===== src/rtl/fifo_pkg.sv =====
// Shared definitions for the FIFO reader: controller state encoding and
// output buffer sizing.
package fifo_pkg;

  typedef enum logic [1:0] {
    IDLE = 2'd0,
    RUN  = 2'd1,
    STOP = 2'd2
  } state_t;

  localparam int BUF_DEPTH = 2;
  localparam int OCC_W     = 2;

endpackage


===== src/rtl/fifo_reader_if.sv =====
// FIFO-side and downstream handshake signals of the FIFO reader.
// master: the reader block; slave: the FIFO/consumer environment.
interface fifo_reader_if #(
  parameter int WIDTH = 8
);

  logic             empty;
  logic             read;
  logic [WIDTH-1:0] DATA_OUT;
  logic             m_valid;
  logic             m_ready;
  logic [WIDTH-1:0] m_data;

  modport master (
    input  empty,
    input  DATA_OUT,
    input  m_ready,
    output read,
    output m_valid,
    output m_data
  );

  modport slave (
    output empty,
    output DATA_OUT,
    output m_ready,
    input  read,
    input  m_valid,
    input  m_data
  );

endinterface


===== src/rtl/skid_buf2.sv =====
// Two-entry in-order output buffer: captures returning FIFO words and
// presents the oldest one on a valid/ready port.
module skid_buf2
  import fifo_pkg::*;
#(
  parameter int WIDTH = 8
) (
  input  logic             clock,
  input  logic             reset,
  input  logic             capture_valid,
  input  logic [WIDTH-1:0] capture_data,
  input  logic             ready,
  output logic             valid,
  output logic [WIDTH-1:0] data,
  output logic [OCC_W-1:0] occupancy
);

  logic [WIDTH-1:0] head;
  logic [WIDTH-1:0] tail;
  logic [OCC_W-1:0] count;
  logic             xfer;

  assign valid     = (count != '0);
  assign data      = head;
  assign occupancy = count;
  assign xfer      = valid & ready;

  // The issuing side's credit check guarantees no capture arrives while full
  // unless the head is leaving in the same cycle.
  always_ff @(posedge clock or negedge reset) begin
    if (!reset) begin
      count <= '0;
      head  <= '0;
      tail  <= '0;
    end else begin
      case ({capture_valid, xfer})
        2'b10: begin
          if (count == '0) head <= capture_data;
          else             tail <= capture_data;
          count <= count + 2'd1;
        end
        2'b01: begin
          head  <= tail;
          count <= count - 2'd1;
        end
        2'b11: begin
          if (count == 2'd1) begin
            head <= capture_data;
          end else begin
            head <= tail;
            tail <= capture_data;
          end
        end
        default: ;
      endcase
    end
  end

endmodule


===== src/rtl/fifo_reader.sv =====
// FIFO reader: pops a 1-cycle-latency FIFO under credit control and streams
// the words downstream through a 2-entry buffer, counting deliveries.
module fifo_reader
  import fifo_pkg::*;
#(
  parameter int WIDTH = 8,
  parameter int CNT_W = 16
) (
  input  logic             clock,
  input  logic             reset,
  input  logic             enable,
  fifo_reader_if.master    bus,
  output logic             busy,
  output logic [CNT_W-1:0] pop_count
);

  state_t           state;
  state_t           state_nxt;
  logic             vld_p1;
  logic [OCC_W-1:0] occupancy;
  logic [OCC_W:0]   pending;
  logic             credit_ok;
  logic             xfer;

  skid_buf2 #(
    .WIDTH(WIDTH)
  ) u_buf (
    .clock        (clock),
    .reset        (reset),
    .capture_valid(vld_p1),
    .capture_data (bus.DATA_OUT),
    .ready        (bus.m_ready),
    .valid        (bus.m_valid),
    .data         (bus.m_data),
    .occupancy    (occupancy)
  );

  assign xfer = bus.m_valid & bus.m_ready;

  // A word leaving this cycle frees its slot for the read issued now, which
  // keeps a full-rate stream at one word per cycle.
  assign pending   = {1'b0, occupancy} + {{OCC_W{1'b0}}, vld_p1}
                   - {{OCC_W{1'b0}}, xfer};
  assign credit_ok = (pending < (OCC_W + 1)'(BUF_DEPTH));

  always_comb begin
    state_nxt = state;
    bus.read  = 1'b0;
    busy      = (state != IDLE);
    case (state)
      IDLE: if (enable) state_nxt = RUN;
      RUN: begin
        if (!enable) state_nxt = STOP;
        bus.read = enable & ~bus.empty & credit_ok;
      end
      STOP: begin
        if (enable)                               state_nxt = RUN;
        else if (!vld_p1 && (occupancy == '0))    state_nxt = IDLE;
      end
      default: state_nxt = IDLE;
    endcase
  end

  // p0 -> p1: a read accepted this edge returns its word on DATA_OUT next cycle
  always_ff @(posedge clock or negedge reset) begin
    if (!reset) begin
      state     <= IDLE;
      vld_p1    <= 1'b0;
      pop_count <= '0;
    end else begin
      state  <= state_nxt;
      vld_p1 <= bus.read;
      if (xfer) pop_count <= pop_count + CNT_W'(1);
    end
  end

endmodule


===== src/flat_wrapper.sv =====
// flat-port wrapper written by rule: the top's interface ports become plain ports
module fifo_reader_flat import fifo_pkg::*;
#(
  parameter int WIDTH = 8,
  parameter int CNT_W = 16
)
  (clock, reset, enable, busy, pop_count, bus_empty, bus_DATA_OUT, bus_m_ready, bus_read, bus_m_valid, bus_m_data);
  fifo_reader_if #(.WIDTH(WIDTH)) bus_i ();
  input  logic clock;
  input  logic reset;
  input  logic enable;
  output logic busy;
  output logic [CNT_W-1:0] pop_count;
  input wire logic [$bits(bus_i.empty)-1:0] bus_empty;
  input wire logic [$bits(bus_i.DATA_OUT)-1:0] bus_DATA_OUT;
  input wire logic [$bits(bus_i.m_ready)-1:0] bus_m_ready;
  output wire logic [$bits(bus_i.read)-1:0] bus_read;
  output wire logic [$bits(bus_i.m_valid)-1:0] bus_m_valid;
  output wire logic [$bits(bus_i.m_data)-1:0] bus_m_data;
  assign bus_i.empty = bus_empty;
  assign bus_i.DATA_OUT = bus_DATA_OUT;
  assign bus_i.m_ready = bus_m_ready;
  assign bus_read = bus_i.read;
  assign bus_m_valid = bus_i.m_valid;
  assign bus_m_data = bus_i.m_data;
  fifo_reader #(.WIDTH(WIDTH), .CNT_W(CNT_W)) u_core (.clock(clock), .reset(reset), .enable(enable), .bus(bus_i), .busy(busy), .pop_count(pop_count));
endmodule

===== config.mk =====
export PLATFORM = sky130hd
export DESIGN_NAME = fifo_reader_flat
export DESIGN_NICKNAME = d
export VERILOG_FILES = /design/src/rtl/fifo_pkg.sv /design/src/rtl/fifo_reader_if.sv /design/src/rtl/skid_buf2.sv /design/src/rtl/fifo_reader.sv /design/src/flat_wrapper.sv
export SDC_FILE = /design/constraint.sdc
export NUM_CORES = 1
export LEC_CHECK = 0
export ABC_AREA = 1
export CORE_MARGIN = 2
export CORE_UTILIZATION = 45
export DETAILED_ROUTE_END_ITERATION = 16
export PLACE_DENSITY = 0.8
export SYNTH_ARGS = -nofsm -noshare
export SYNTH_HDL_FRONTEND = slang
export SYNTH_SLANG_ARGS = --single-unit

===== constraint.sdc =====
create_clock -name clock -period 3 [get_ports clock]
set_clock_uncertainty 0.15 [all_clocks]
set_input_delay 0.6 -clock clock [delete_from_list [all_inputs] [get_ports clock]]
set_output_delay 0.6 -clock clock [all_outputs]
set_load 0.01 [all_outputs]

Yosys cells after proc, flatten, opt, wreduce, memory -nomap -nowiden
Cells that the tools add are included.
Storage, ports and cells
  bits in registers: 37
  input bits: 13
Cells by class
  add/subtract/negate cells: 5
  $lt $le $gt $ge: 1
  equality and inequality tests: 12
  mux-type cells: 13
  bitwise gates (word level): 4
  reductions and logical operators: 12
Operators by type and width (number)
  8-bit 2-to-1 mux: 4
  8-bit case mux with 3 select lines: 1
  16-bit by 1-bit adder with 16-bit output (second input constant): 1
  8-bit case mux with 2 select lines: 1
  2-bit 2-to-1 mux: 4
  2-bit != test (second input constant): 4
  2-bit nonzero test: 4
  2-bit by 1-bit == test with 1-bit output (second input constant): 3
  2-bit == test (second input constant): 3
  2-bit case mux with 3 select lines: 1
  3-bit AND reduction: 2
  2-bit logical NOT: 2
  2-bit case mux with 2 select lines: 1
  2-bit by 1-bit adder with 3-bit output: 1
  1-bit bitwise AND: 3
  3-bit by 2-bit < comparator with 1-bit output (second input constant): 1
  3-bit by 2-bit != test with 1-bit output (second input constant): 1
  3-bit nonzero test: 1
  3-bit by 1-bit subtractor with 3-bit output: 1
  2-bit by 1-bit adder with 2-bit output (second input constant): 1
  2-bit by 1-bit != test with 1-bit output (second input constant): 1
  2-bit AND reduction: 1
  2-bit by 1-bit subtractor with 2-bit output (second input constant): 1
  1-bit logical AND: 1
  other kinds (3): 3

Longest topological paths before layout
Gate-level depths: netlist (run 1).
  word-level depth: 6
  depth in mapped cells: 11
  mapped depth without buffers: 11

Hierarchy
Synthesis (run 1) repeated with hierarchy kept, for this count alone.
Second synthesis, totals
  cells, all modules: 233
  area total of the unflattened synthesis: 1969.4 um^2
Modules (own cells, without submodules)
  fifo_reader: times used 1, cells each 107, area an instance 993.5 um^2
  skid_buf2: times used 1, cells each 126, area an instance 975.9 um^2

Least setup slack after synthesis (run 1)
No wires, ideal clock.
  kind: register to output
  from: register u_core.u_buf.count[1] (netlist: u_core.u_buf.occupancy[1])
  to: output port bus_read
  data arrival time: 2.530 ns
  required time: 2.250 ns
  path slack: -0.280 ns
  stages on the path, launching flop included: 12
  path buffers: 0
  cells stage by stage: dfrtp_1 > inv_1 > ha_1 > inv_4 > nand2_4 > clkinv_2 > ha_1 > or2_2 > fa_1 > xnor2_1 > nand3_1 > nor3_1
On the way
  word-level cells in the longest chain between the ends: 6
  elaborated cells on any way between the ends: 7
RTL lines
  start: declaration: RTL line skid_buf2.sv:20  | logic [OCC_W-1:0] count;
  start signal: assignment: RTL line skid_buf2.sv:40  | count <= count + 2'd1;
  start signal: assignment: RTL line skid_buf2.sv:44  | count <= count - 2'd1;
  2-bit nonzero test: RTL line skid_buf2.sv:23  | assign valid = (count != '0);
  named net bus_m_valid: RTL line flat_wrapper.sv:18  | output wire logic [$bits(bus_i.m_valid)-1:0] bus_m_valid;
  1-bit bitwise AND: RTL line fifo_reader.sv:38  | assign xfer = bus.m_valid & bus.m_ready;
  3-bit by 1-bit subtractor with 3-bit output: RTL line fifo_reader.sv:43  | - {{OCC_W{1'b0}}, xfer};
  3-bit by 2-bit < comparator with 1-bit output: RTL line fifo_reader.sv:44  | assign credit_ok = (pending < (OCC_W + 1)'(BUF_DEPTH));
  1-bit bitwise AND: RTL line fifo_reader.sv:54  | bus.read = enable & ~bus.empty & credit_ok;
  1-bit 2-to-1 mux: RTL line fifo_reader.sv:50  | case (state)
  end: declaration: RTL line flat_wrapper.sv:17  | output wire logic [$bits(bus_i.read)-1:0] bus_read;
The timed path passes the listed nets, and every way through them passes these cells.

Worst setup path after layout (run 1)
  from: register u_core.u_buf.count[1] (netlist: u_core.u_buf.occupancy[1])
  to: output port bus_read
On the way
  word-level cells in the longest chain between the ends: 6
  elaborated cells on any way between the ends: 7
RTL lines (RTL line)
  branches (longest 2 deep; another with 2-bit by 1-bit adder with 3-bit output)
  3-bit by 1-bit subtractor with 3-bit output *: fifo_reader.sv:43
  3-bit by 2-bit < comparator with 1-bit output *: fifo_reader.sv:44
  1-bit bitwise AND *: fifo_reader.sv:54
  1-bit 2-to-1 mux *: fifo_reader.sv:50
Mark *: on every way between the ends.

==> results of run 1 <==
## power by group through the flow
stage | clock [mW] | combinational (mW) | sequential, mW
3_5_place_dp | 0 | 0.957 | 0.794
4_1_cts | 0.469 | 0.967 | 0.787
6_report | 0.455 | 0.962 | 0.788
3_3_place_gp | 0 | 0.932 | 0.789
2_1_floorplan | 0 | 0.490 | 0.826
5_1_grt | 0.483 | 1.07 | 0.808
## worst max-delay path: stages, from the launching register on
cell and delay [ps]:
dfrtp_1 400, inv_2 90, ha_4 160, inv_6 40, nand2_8 70, clkinv_8 40
ha_4 200, or2_4 240, fa_2 530, nand3_2 70, nor3_2 120, buf_2 150
## layout make-up
cell class	count	area, sq um	share of cell area, %
timing repair buffer	53	489	18.9
clock inverter	2	37.5	1.45
multi-input combinational	143	861	33.3
clock buffer	6	82.6	3.19
inverter	29	126	4.89
sequential	37	926	35.8
tap	50	62.6	2.42
## final timing paths
kind	from	endpoint	slack, ps	depth (start not counted)
min in group asynchronous	reset	u_core.u_buf.tail[0]	570	2
max in group asynchronous	reset	u_core.u_buf.tail[2]	1810	2
max reg2reg	u_core.u_buf.occupancy[1]	u_core.vld_p1	780	10
min	u_core.u_buf.tail[1]	u_core.u_buf.tail[1]	340	2
min reg2reg	u_core.u_buf.tail[1]	u_core.u_buf.tail[1]	340	2
max	u_core.u_buf.occupancy[1]	bus_read	-170	11
## metal layers
metal	share of wire (%)	up-vias	global-route usage, %
li1	-	786	-
met5	0	-	0
met1	46	719	21.5
met2	49	37	30.3
met4	1.2	0	6.00
met3	4.6	6	4.87
## cells in the final DEF, fill, tap and decap left out, drive strengths merged
master | Yosys | layout
buf | 3 | 15
nor2 | 24 | 24
xnor2 | 7 | 7
nand4 | 5 | 5
dfrtp | 37 | 37
bufinv | 0 | 1
a21oi | 1 | 1
o211ai | 1 | 1
nand3 | 7 | 7
clkinv | 1 | 1
clkbuf | 0 | 6
dlygate4sd2 | 0 | 1
o21ai | 19 | 19
a31oi | 9 | 9
or2 | 2 | 2
fa | 1 | 1
inv | 28 | 28
clkdlybuf4s50 | 0 | 37
ha | 7 | 7
clkinvlp | 0 | 1
xor2 | 6 | 6
nor3 | 1 | 1
nand2 | 52 | 52
nand3b | 1 | 1
## synth_stat cells (all sizes together) (2+ instances only)
library cell / count
nand2: 52
dfrtp: 37
inv: 28
nor2: 24
o21ai: 19
a31oi: 9
ha: 7
nand3: 7
xnor2: 7
xor2: 6
nand4: 5
buf: 3
or2: 2
## cell families (layout without fill, tap and decap cells)
logic type	after synthesis	in the layout	share of synthesized area, %
AOI/OAI and AO/OA	30	30	9.83
DFF	37	37	49.5
adders and majority gates	8	8	5.75
xor gates and xnor gates	13	13	6.08
and+or+nand+nor	92	92	21.7
buffers and inverters	32	90	7.15
## repair_timing
item                       CTS  global route
cloned                       0             0
gates resized for setup      6             0
buffers inserted             0             1
pin swaps                    1             0
hold buffers                 0             0
setup endpoints to repair    1             1
## sequential cells by signal, summed over array words and instances, names as in the netlist
| name | cells |
|---|---|
| u_core.u_buf.data | 8 |
| u_core.u_buf.occupancy | 2 |
| u_core.u_buf.tail | 8 |
| u_core.pop_count | 16 |
| u_core.state | 2 |
| u_core.vld_p1 | 1 |
## metrics by stage
step	cell area (sq um)	std cells	setup slack, ps
floorplan	1930	212	26.5
global placement	2460	311	-860
detailed placement	2460	311	-893
CTS	2580	319	-179
global route	2580	320	-253
finish	2580	320	-175
==> results.sh, run 1 <==
export IMPL_finalWeightedCongestion=0.815
export IMPL_async_flop_share_pct=100
export IMPL_timing_fmax_mhz=315
export IMPL_drc=0
export IMPL_path_clk_slew_ps=70
export IMPL_syn_nets=233
export IMPL_synth_area_top_cells="dfrtp_1 (49%), nand2_1 (10%), inv_1 (5.4%)"
export IMPL_drive_above_1_share_pct=15.9
export IMPL_drt_iter0_drc=73
export IMPL_syn_to_final_growth_pct=38.1
export IMPL_antenna_cells=0
export IMPL_total_power_mw=2.21
export IMPL_gr_total_overflow=0
export IMPL_cp_arrival_ps=2420
export IMPL_core_area_sq_mm=0.00400
export IMPL_start_util_pct=46.8
export IMPL_wl_per_cell_um=11.7
export IMPL_hold_worst_slack_ps=337
export IMPL_routed_via_density=4.84
export IMPL_grt_pass1_wl_um=6200
export IMPL_synth_cell_types=27
export IMPL_port_buffers=39
export IMPL_clock_path_buffers=2
export IMPL_grt_pass1_vias=1418
export IMPL_min_period_over_period_pct=106
export IMPL_p_leak_nw=1.20
export IMPL_setup_violations_final=1
export IMPL_fillers=343
export IMPL_fin_util_pct=64.6
export IMPL_swShare_pct=34.2
export IMPL_powerDensity_mw_per_mm2=853
export IMPL_synth_cell_area_sq_mm=0.00187
export IMPL_rsz0062_at_grt="yes"
export IMPL_cts_tree="built"
export IMPL_synth_top_cell_area_share_pct=49.5
export IMPL_fp_dieW_um=68.5
export IMPL_fin_ws_ps=-175
export IMPL_grt_usage_pct=17.7
export IMPL_period_needed_ps=3170
export IMPL_max_slew_margin_rel_pct=68.4
export IMPL_dr_pass1_iters=5
export IMPL_final_antenna_net_count=0
export IMPL_run_status="finished, violations left"
export IMPL_crit_fanout=2
export IMPL_rows=23
export IMPL_dpl_hpwl_um=2710
export IMPL_synth_seq_area_share_pct=49.5
export IMPL_synth_top_flop_cell="dfrtp_1"
export IMPL_cts_root_buf="clkbuf_8"
export IMPL_syn_instance_count=212
export IMPL_violations="negative setup slack"
export IMPL_peakVddDrop_uv=580
export IMPL_ys_seq_elements=37
export IMPL_yosysTopAreaCell="dfrtp_1"
export IMPL_ctsHtreeMaxLevel=2
export IMPL_switchingPower_mw=0.754
export IMPL_required_ps=2250
export IMPL_die_h_um=68.5
export IMPL_numCtsBuffers=5
export IMPL_intPower_mw=1.45
export IMPL_yosysWarnings=0
export IMPL_maxSlewViolCount=0
export IMPL_wirelength_um=3740
export IMPL_cap_violations=0
export IMPL_dr_total_vias=1548
export IMPL_critPathKind="reg2out"
export IMPL_clkLatencyLatePin_ps=290
export IMPL_worstHoldPathType="reg2reg"
export IMPL_nets=290
export IMPL_end_kind="output pin"
export IMPL_synth_edf_count=0
export IMPL_hold_viol=0
export IMPL_cts_sinks=37
export IMPL_clockPowerShare_pct=20.7
export IMPL_antenna_found_initial=0
export IMPL_fin_setup_tns_ps=-175
export IMPL_syn_area_per_cell_sq_um=8.83
export IMPL_cp_start_kind="flop"
export IMPL_dieArea_sq_mm=0.00469
export IMPL_worst_slew_pin_slew_ps=473
export IMPL_power_frac_comb_pct=43.6
export IMPL_seq_power_share_pct=35.7
export IMPL_pin_count=40
export IMPL_grt_max_degree=38
No activity file was read; power rests on OpenSTA's default activity.
==> run 2: changes to the inputs <==
--- a/config.mk
+++ b/config.mk
@@ -8,6 +8,7 @@
 export ABC_AREA = 1
 export CORE_MARGIN = 2
 export CORE_UTILIZATION = 45
+export CTS_CLUSTER_DIAMETER = 150
 export DETAILED_ROUTE_END_ITERATION = 16
 export PLACE_DENSITY = 0.8
 export SYNTH_ARGS = -nofsm -noshare
==> results of run 2 <==
No change in the layout: final DEF, timing and power equal those of run 1.
